**config.mk**
```make
export PLATFORM = sky130hd
export DESIGN_NAME = hwpe_ctrl_periph_target
export DESIGN_NICKNAME = d
export VERILOG_FILES = /design/src/rtl/hwpe_ctrl_periph_target.sv
export SDC_FILE = /design/constraint.sdc
export NUM_CORES = 1
export LEC_CHECK = 0
export CORE_ASPECT_RATIO = 0.75
export CORE_MARGIN = 2
export CORE_UTILIZATION = 40
export CTS_CLUSTER_DIAMETER = 40
export DETAILED_ROUTE_END_ITERATION = 12
export PLACE_DENSITY = 0.88
export SLEW_MARGIN = 0
export SYNTH_ARGS = -nofsm -noshare
export SYNTH_HDL_FRONTEND = slang
export SYNTH_SLANG_ARGS = --single-unit
```
**constraint.sdc**
```tcl
create_clock -name clk -period 4.7 [get_ports clk]
set_clock_uncertainty 0.15 [all_clocks]
set_input_delay 0.47 -clock clk [delete_from_list [all_inputs] [get_ports clk]]
set_output_delay 0.47 -clock clk [all_outputs]
set_load 0.01 [all_outputs]
```
**src/rtl/hwpe_ctrl_periph_target.sv**
```systemverilog
// Periph-bus target in front of the HWPE control register file: control words, job FSM,
// and forwarding of all other words to the regfile read/write ports.
// Optional error response port enabled by defining HWPE_CTRL_TARGET_ERR_EN.
module hwpe_ctrl_periph_target #(
   parameter int unsigned ADDR_WIDTH     = 5,
   parameter int unsigned DATA_WIDTH     = 32,
   parameter int unsigned ID_WIDTH       = 8,
   parameter int unsigned BUS_ADDR_WIDTH = 32
) (
   input  logic                      clk,
   input  logic                      rst_n,
   input  logic                      clear,
   input  logic                      req,
   input  logic [BUS_ADDR_WIDTH-1:0] add,
   input  logic                      wen,
   input  logic [DATA_WIDTH/8-1:0]   be,
   input  logic [DATA_WIDTH-1:0]     data,
   input  logic [ID_WIDTH-1:0]       id,
   output logic                      gnt,
   output logic [DATA_WIDTH-1:0]     r_data,
   output logic                      r_valid,
   output logic [ID_WIDTH-1:0]       r_id,
`ifdef HWPE_CTRL_TARGET_ERR_EN
   output logic                      r_err,
`endif
   output logic                      rf_read_enable,
   output logic [ADDR_WIDTH-1:0]     rf_read_addr,
   input  logic [DATA_WIDTH-1:0]     rf_read_data,
   output logic                      rf_write_enable,
   output logic [ADDR_WIDTH-1:0]     rf_write_addr,
   output logic [DATA_WIDTH-1:0]     rf_write_data,
   output logic [DATA_WIDTH/8-1:0]   rf_write_be,
   input  logic                      done_i,
   output logic                      start_o,
   output logic                      soft_clear_o,
   output logic                      busy_o
);

   localparam logic [1:0] StIdle    = 2'd0;
   localparam logic [1:0] StStart   = 2'd1;
   localparam logic [1:0] StRunning = 2'd2;

   logic [1:0]            state_q, state_d;
   logic [DATA_WIDTH-1:0] cnt_q, cnt_d;
   logic                  valid_q, rd_q, ctrl_q, sclr_q, err_q;
   logic [ID_WIDTH-1:0]   id_q;
   logic [ADDR_WIDTH-1:0] idx_q;

   logic [ADDR_WIDTH-1:0] word;
   logic                  is_ctrl, live, stall, xfer, wr_ok, acc_err;
   logic                  trig, sclr, done_acc;
   logic [DATA_WIDTH-1:0] ctrl_val;
   logic                  unused_add;

   assign word    = add[ADDR_WIDTH+1:2];
   assign is_ctrl = (word < ADDR_WIDTH'(4));
   assign busy_o  = (state_q != StIdle);
   assign live    = rst_n & ~clear;
   // Regfile writes must not race a running job; control traffic always passes.
   assign stall   = ~wen & ~is_ctrl & busy_o;
   assign gnt     = req & live & ~stall;
   assign xfer    = req & gnt;

`ifdef HWPE_CTRL_TARGET_ERR_EN
   assign acc_err = (|add[1:0]) |
                    (~wen & ((word == ADDR_WIDTH'(1)) | (word == ADDR_WIDTH'(3))));
   assign r_err   = valid_q & err_q;
`else
   assign acc_err = 1'b0;
`endif
   assign unused_add = ^{add[BUS_ADDR_WIDTH-1:ADDR_WIDTH+2], add[1:0]};

   assign wr_ok    = xfer & ~wen & ~acc_err;
   assign trig     = wr_ok & (word == ADDR_WIDTH'(0));
   assign sclr     = wr_ok & (word == ADDR_WIDTH'(2));
   assign done_acc = (state_q == StRunning) & done_i;

   assign rf_read_enable  = xfer & wen;
   assign rf_read_addr    = word;
   assign rf_write_enable = wr_ok & ~is_ctrl;
   assign rf_write_addr   = word;
   assign rf_write_data   = data;
   assign rf_write_be     = be;

   always_comb begin
      state_d = state_q;
      case (state_q)
         StIdle:    if (trig) state_d = StStart;
         StStart:   state_d = StRunning;
         StRunning: if (done_i) state_d = StIdle;
         default:   state_d = StIdle;
      endcase
      if (sclr) state_d = StIdle;
      cnt_d = cnt_q + DATA_WIDTH'(done_acc);
   end

   always_ff @(posedge clk) begin
      if (!rst_n || clear) begin
         state_q <= StIdle;
         cnt_q   <= '0;
         valid_q <= 1'b0;
         sclr_q  <= 1'b0;
         id_q    <= '0;
         idx_q   <= '0;
         ctrl_q  <= 1'b0;
         rd_q    <= 1'b0;
         err_q   <= 1'b0;
      end else begin
         state_q <= state_d;
         cnt_q   <= cnt_d;
         valid_q <= xfer;
         sclr_q  <= sclr;
         if (xfer) begin
            id_q   <= id;
            idx_q  <= word;
            ctrl_q <= is_ctrl;
            rd_q   <= wen;
            err_q  <= acc_err;
         end
      end
   end

   // Control reads reflect live state at response time, not at request time.
   always_comb begin
      ctrl_val = '0;
      case (idx_q)
         ADDR_WIDTH'(1): ctrl_val = DATA_WIDTH'(busy_o);
         ADDR_WIDTH'(3): ctrl_val = cnt_q;
         default:        ctrl_val = '0;
      endcase
   end

   assign r_data       = (valid_q & rd_q) ? (ctrl_q ? ctrl_val : rf_read_data) : '0;
   assign r_valid      = valid_q;
   assign r_id         = id_q;
   assign start_o      = (state_q == StStart);
   assign soft_clear_o = sclr_q;

endmodule
```
-- Word-level counts from Yosys, hierarchy flattened
Cells that the tools add are included.
- $add $sub $neg: 1
- magnitude comparators: 1
- equality and inequality tests: 7
- mux-type cells: 6
- bitwise logic cells: 17
- reduce and logical (&&, ||, !) cells: 7
- operators with widths (kind ; number):
    32-bit two-way mux ; 2
    32-bit case mux with 2 select lines ; 1
    32-bit by 1-bit adder with 32-bit output ; 1
    1-bit AND ; 13
    5-bit by 2-bit == test with 1-bit output, second input constant ; 2
    2-bit case mux with 3 select lines ; 1
    5-bit by 1-bit == test with 1-bit output, second input constant ; 1
    5-bit zero test ; 1
    5-bit by 3-bit less-than comparator with 1-bit output, second input constant ; 1
    2-bit two-way mux ; 2
    2-bit inequality test, second input constant ; 2
    1-bit inverter ; 4
    2-bit by 1-bit == test with 1-bit output, second input constant ; 1
    2-bit == test, second input constant ; 1
    2-bit zero test ; 1
    2-bit AND reduction ; 1
    2-bit nonzero test ; 1
    2-bit OR reduction ; 1
    1-bit zero test ; 1
    1-bit logical OR ; 1
- register bits: 51
- bits of input ports: 114
- output and inout port bits: 93
- logic and storage cells: 47

-- Longest topological paths before layout
- depth in word-level cells: 11
- gate-level depth with buffers: 8
- mapped depth without buffers: 7

-- Least setup slack after synthesis
No wires, ideal clock.
- path kind: input to register
- start point: input done_i
- end point: register cnt_q[24]
- library setup time: 70 ps
- arrival time: 2007 ps
- required time: 4480 ps
- path slack: 2474 ps
- stages: 8
- path buffers: 1
- path through: and3b_1 -> ha_1 -> ha_1 -> and4_4 -> nand4_4 -> buf_2 -> or3_1 -> a21oi_1
- longest elaborated chain between the ends: 2
- RTL lines (element ; RTL line ; RTL):
    from (decl) ; 33 ; input logic done_i,
    1-bit AND ; 76 ; assign done_acc = (state_q == StRunning) & done_i;
    32-bit by 1-bit adder with 32-bit output ; 94 ; cnt_d = cnt_q + DATA_WIDTH'(done_acc);
    to (signal assigned) ; 110 ; cnt_q <= cnt_d;
    to (decl) ; 44 ; logic [DATA_WIDTH-1:0] cnt_q, cnt_d;
No other way between the ends.
A chain may end at the register's enable or synchronous reset.

-- Final worst setup path
- start point: register idx_q[2]
- end point: output r_data[18]
- longest elaborated chain between the ends: 4
- elaborated cells on any way between the ends: 5
- classes of those cells: eq/ne (2); mux (3)
- RTL lines (element ; RTL line ; RTL):
    from (decl) ; 47 ; logic [ADDR_WIDTH-1:0] idx_q;
    from (signal assigned) ; 115 ; idx_q <= word;
    5-bit by 2-bit == test with 1-bit output or 5-bit by 1-bit == test with 1-bit output (tied branches) ; 126 ; case (idx_q)
    32-bit case mux with 2 select lines * ; 126 ;
    32-bit two-way mux * (2 in series) ; 133 ; assign r_data = (valid_q & rd_q) ? (ctrl_q ? ctrl_val : rf_read_data) : '0;
    to (decl) ; 20 ; output logic [DATA_WIDTH-1:0] r_data,
Mark *: on every way between the ends. The rest lies on a longest branch, timed or not.

==> results by group <==
STA
  • Final hold violations: 0
  • Worst Hold Margin: just over 0.3 ns
  • RSZ-0062 raised after global routing: false
  • Highest clock rate: approximately 0.28 GHz
  • Fin Setup TNS: 0 ns
  • Slew Limit Fails: 0
  • Fin crit period: ~3.5 ns
  • Slew @ Worst Pin: about 1.1 ns
  • # setup viols final: 0
  • Fin crit share: 0.750
  • Relative slew slack: 0.243

Floorplanning
  • Die height: 81.5 um
  • Core ar.: 7810 um^2
  • Die ar.: between 8000 and 9000 um^2
  • Row count: 28
  • Initial Utilization: 0.410
  • # IOs: just over 200
  • Die width: around 110 um

CTS
  • Clock transition at the registers of the reported paths: roughly 0.090 ns
  • Root Buffer: clkbuf_8
  • TritonCTS clock tree: yes
  • PostCTS Resize Cnt: 0
  • Hold buffer count at CTS: 0
  • CTS sink count: 51
  • CTS max path bufs: 2
  • CTS Buf Count: 5
  • H-tree depth: 2
  • Worst-Skew Late Latency: 0.30 ns
  • Setup Buffers After CTS: 0

Synth
  • Cells after Synth: ~430
  • Yosys top cell area share: 0.319
  • Ys Warns: 0
  • Synth area leaders: dfxtp_1 32%, buf_4 11%, a21oi_1 7.3%
  • Leading area contributor after synthesis: dfxtp_1
  • Post-synth EDFFs: 0
  • Sequential cell area fraction in the yosys report: 0.319
  • Asr flop ratio synth: 0
  • Yosys reg bits: 51
  • Count leader, synth: dfxtp_1
  • Synth cell count leaders: 51 x dfxtp_1, 50 x nand2_1, 48 x buf_4, 47 x a21oi_1, 47 x nor2_1
  • Mapped Avg Cell Area: 7.46 um^2
  • Syn Nets: roughly 550
  • Ys flop type: dfxtp_1
  • Library cells used by synthesis: 43
  • Synthesized area: 3200 um^2

Power and ir drop
  • Clock network fraction of total power: 0.396
  • Sw Share: 0.208
  • Int Power: between 0.0007 and 0.0008 W
  • Power Density: around 220 nW/um^2
  • LEAKAGE: 1.48 nW
  • Part of the power in registers: 0.485
  • Combinational share of power: 0.118
  • VDD IR max: 0.126 mV
  • Net switching power: about 0.00019 W

Critical path
  • Critical Path Max Stage Delay: 0.98 ns
  • CP delay by family, top: simple AND/OR/NAND/NOR gates
  • Worst path cell trace: nor4b_1 > and3_1 > a21oi_1 > nor2_1 > clkdlybuf4s50_1
  • Critical setup path kind: reg2out
  • Slowest-stage cell, CP: and3_1
  • Arrival time of the worst setup path: between 2 and 3 ns
  • Max Fanout on Critical Path: 31
  • CP Capture Type: primary output
  • Required time of the critical path: approximately 4.1 ns
  • CP Buf/Inv Count: 1
  • Setup crit start kind: flip-flop

Detailed routing
  • First-pass iteration count of the detailed router: 4
  • Routed WL: approximately 8500 um
  • Routed vias: a little over 3000
  • Via/cell ratio: between 5 and 6
  • Avg WL per Cell: approximately 15 um
  • Final ANT Viol Nets: 0
  • 1st-iter DRT viols: 161
  • # DRC: 0

Global routing
  • First-pass GRT wire length: roughly 14000 um
  • Gr usage total: 0.196
  • Initial antenna violation count: 0
  • Grt ovf: 0
  • Vias in the first global route: between 3000 and 4000
  • Largest net degree at the start of global routing: 36

Worst hold path
  • Worst hold path class: reg2reg

Final layout
  • Antenna diode instance count: 0
  • Layout cells sized above 1: 0.0376
  • Nets: between 500 and 600
  • Area grow syn2layout: 28.1%

Place
  • GPL Wtd Cong: just over 0.9
  • Port bufs: around 110
  • Detail Placement HPWL: 6210 um

Outcome
  • Run status: finished, final reports clean

Job
  • Max-cap violations: 0
==> tightest hold or removal path, cell delays in order, from the launching register on <==
cell and delay [ns]:
dfxtp_1 0.32, nand3_1 0.06, nand2_1 0.05
==> layout make-up <==
cell class | count | area, um^2
well taps | 105 | 131
multi-input cells | 302 | 1690
fillers | 783 | 3710
clock inverters | 2 | 60.1
inverters | 7 | 26.3
repair buffers | 111 | 1100
clock buffers | 6 | 72.6
flip-flops and latches | 51 | 1020
==> worst paths after layout <==
path | to | depth (start not counted) | slack, ns | from
worst max register to register | cnt_q[25] | 6 | 2.18 | state_q[0]
worst min-delay path | r_id[1] | 2 | 0.31 | r_id[1]
worst max-delay path | r_data[18] | 5 | 1.18 | idx_q[2]
worst min register to register | r_id[1] | 2 | 0.31 | r_id[1]
==> power groups by stage <==
stage / Sequential [W] / Clock [W] / Combinational, W
after floorplan: 0.000450 / 0 / 0.0000765
after global placement: 0.000449 / 0 / 0.000104
after detailed placement: 0.000449 / 0 / 0.000107
after CTS: 0.000439 / 0.000362 / 0.000108
after global routing: 0.000439 / 0.000381 / 0.000116
final: 0.000439 / 0.000359 / 0.000107
==> flip-flops by register name (all words and copies together) (netlist names) <==
signal and cells:
cnt_q 32, r_id 8, idx_q 5, state_q 2
ctrl_q 1, r_valid 1, rd_q 1, soft_clear_o 1
==> cells by family after synthesis <==
kind of cell	after synthesis	share of synthesized area
adder cells (fa/ha/maj)	2	0.00782
buffers and inverters	76	0.155
AO/OA/AOI/OAI	70	0.124
flip-flops	51	0.319
XOR/XNOR	10	0.0274
AND/OR/NAND/NOR	215	0.351
multiplexers	5	0.0156
==> per-stage QoR <==
step	power (W)	std cells	utilization	worst slack (ns)	cell area, um^2
2_1_floorplan	0.000527	429	-	2.47	3200
3_3_place_gp	0.000553	576	0.508	1.22	3970
3_5_place_dp	0.000556	576	0.508	1.21	3970
4_1_cts	0.000909	584	0.525	1.11	4100
5_1_grt	0.000937	584	0.525	0.860	4100
6_report	0.000904	584	0.525	1.18	4100
==> cells in the final DEF (no fill, tap or decap), drive strengths merged, types with 2 or more instances in the layout <==
master | netlist | final
clkdlybuf4s50 | 0 | 107
dfxtp | 51 | 51
nand2 | 50 | 50
nor2 | 47 | 47
a21oi | 47 | 47
nor2b | 34 | 34
nand3 | 20 | 20
nand4 | 14 | 14
o21ai | 9 | 9
inv | 7 | 7
nand2b | 7 | 7
and2 | 7 | 7
nor3 | 6 | 6
or3 | 6 | 6
o31ai | 6 | 6
nor4 | 6 | 6
clkbuf | 11 | 6
mux2i | 5 | 5
xor2 | 5 | 5
xnor2 | 5 | 5
and3 | 4 | 4
or4 | 4 | 4
buf | 58 | 4
and4 | 4 | 4
a31oi | 2 | 2
nor3b | 2 | 2
ha | 2 | 2
bufinv | 0 | 2
o311ai | 2 | 2
==> layer usage <==
metal  wire [um]  global-route usage
met5           0                   0
met4          63              0.0519
met3         638              0.0484
met2        3800               0.346
met1        3970               0.241
(Power assumes the default switching activity.)
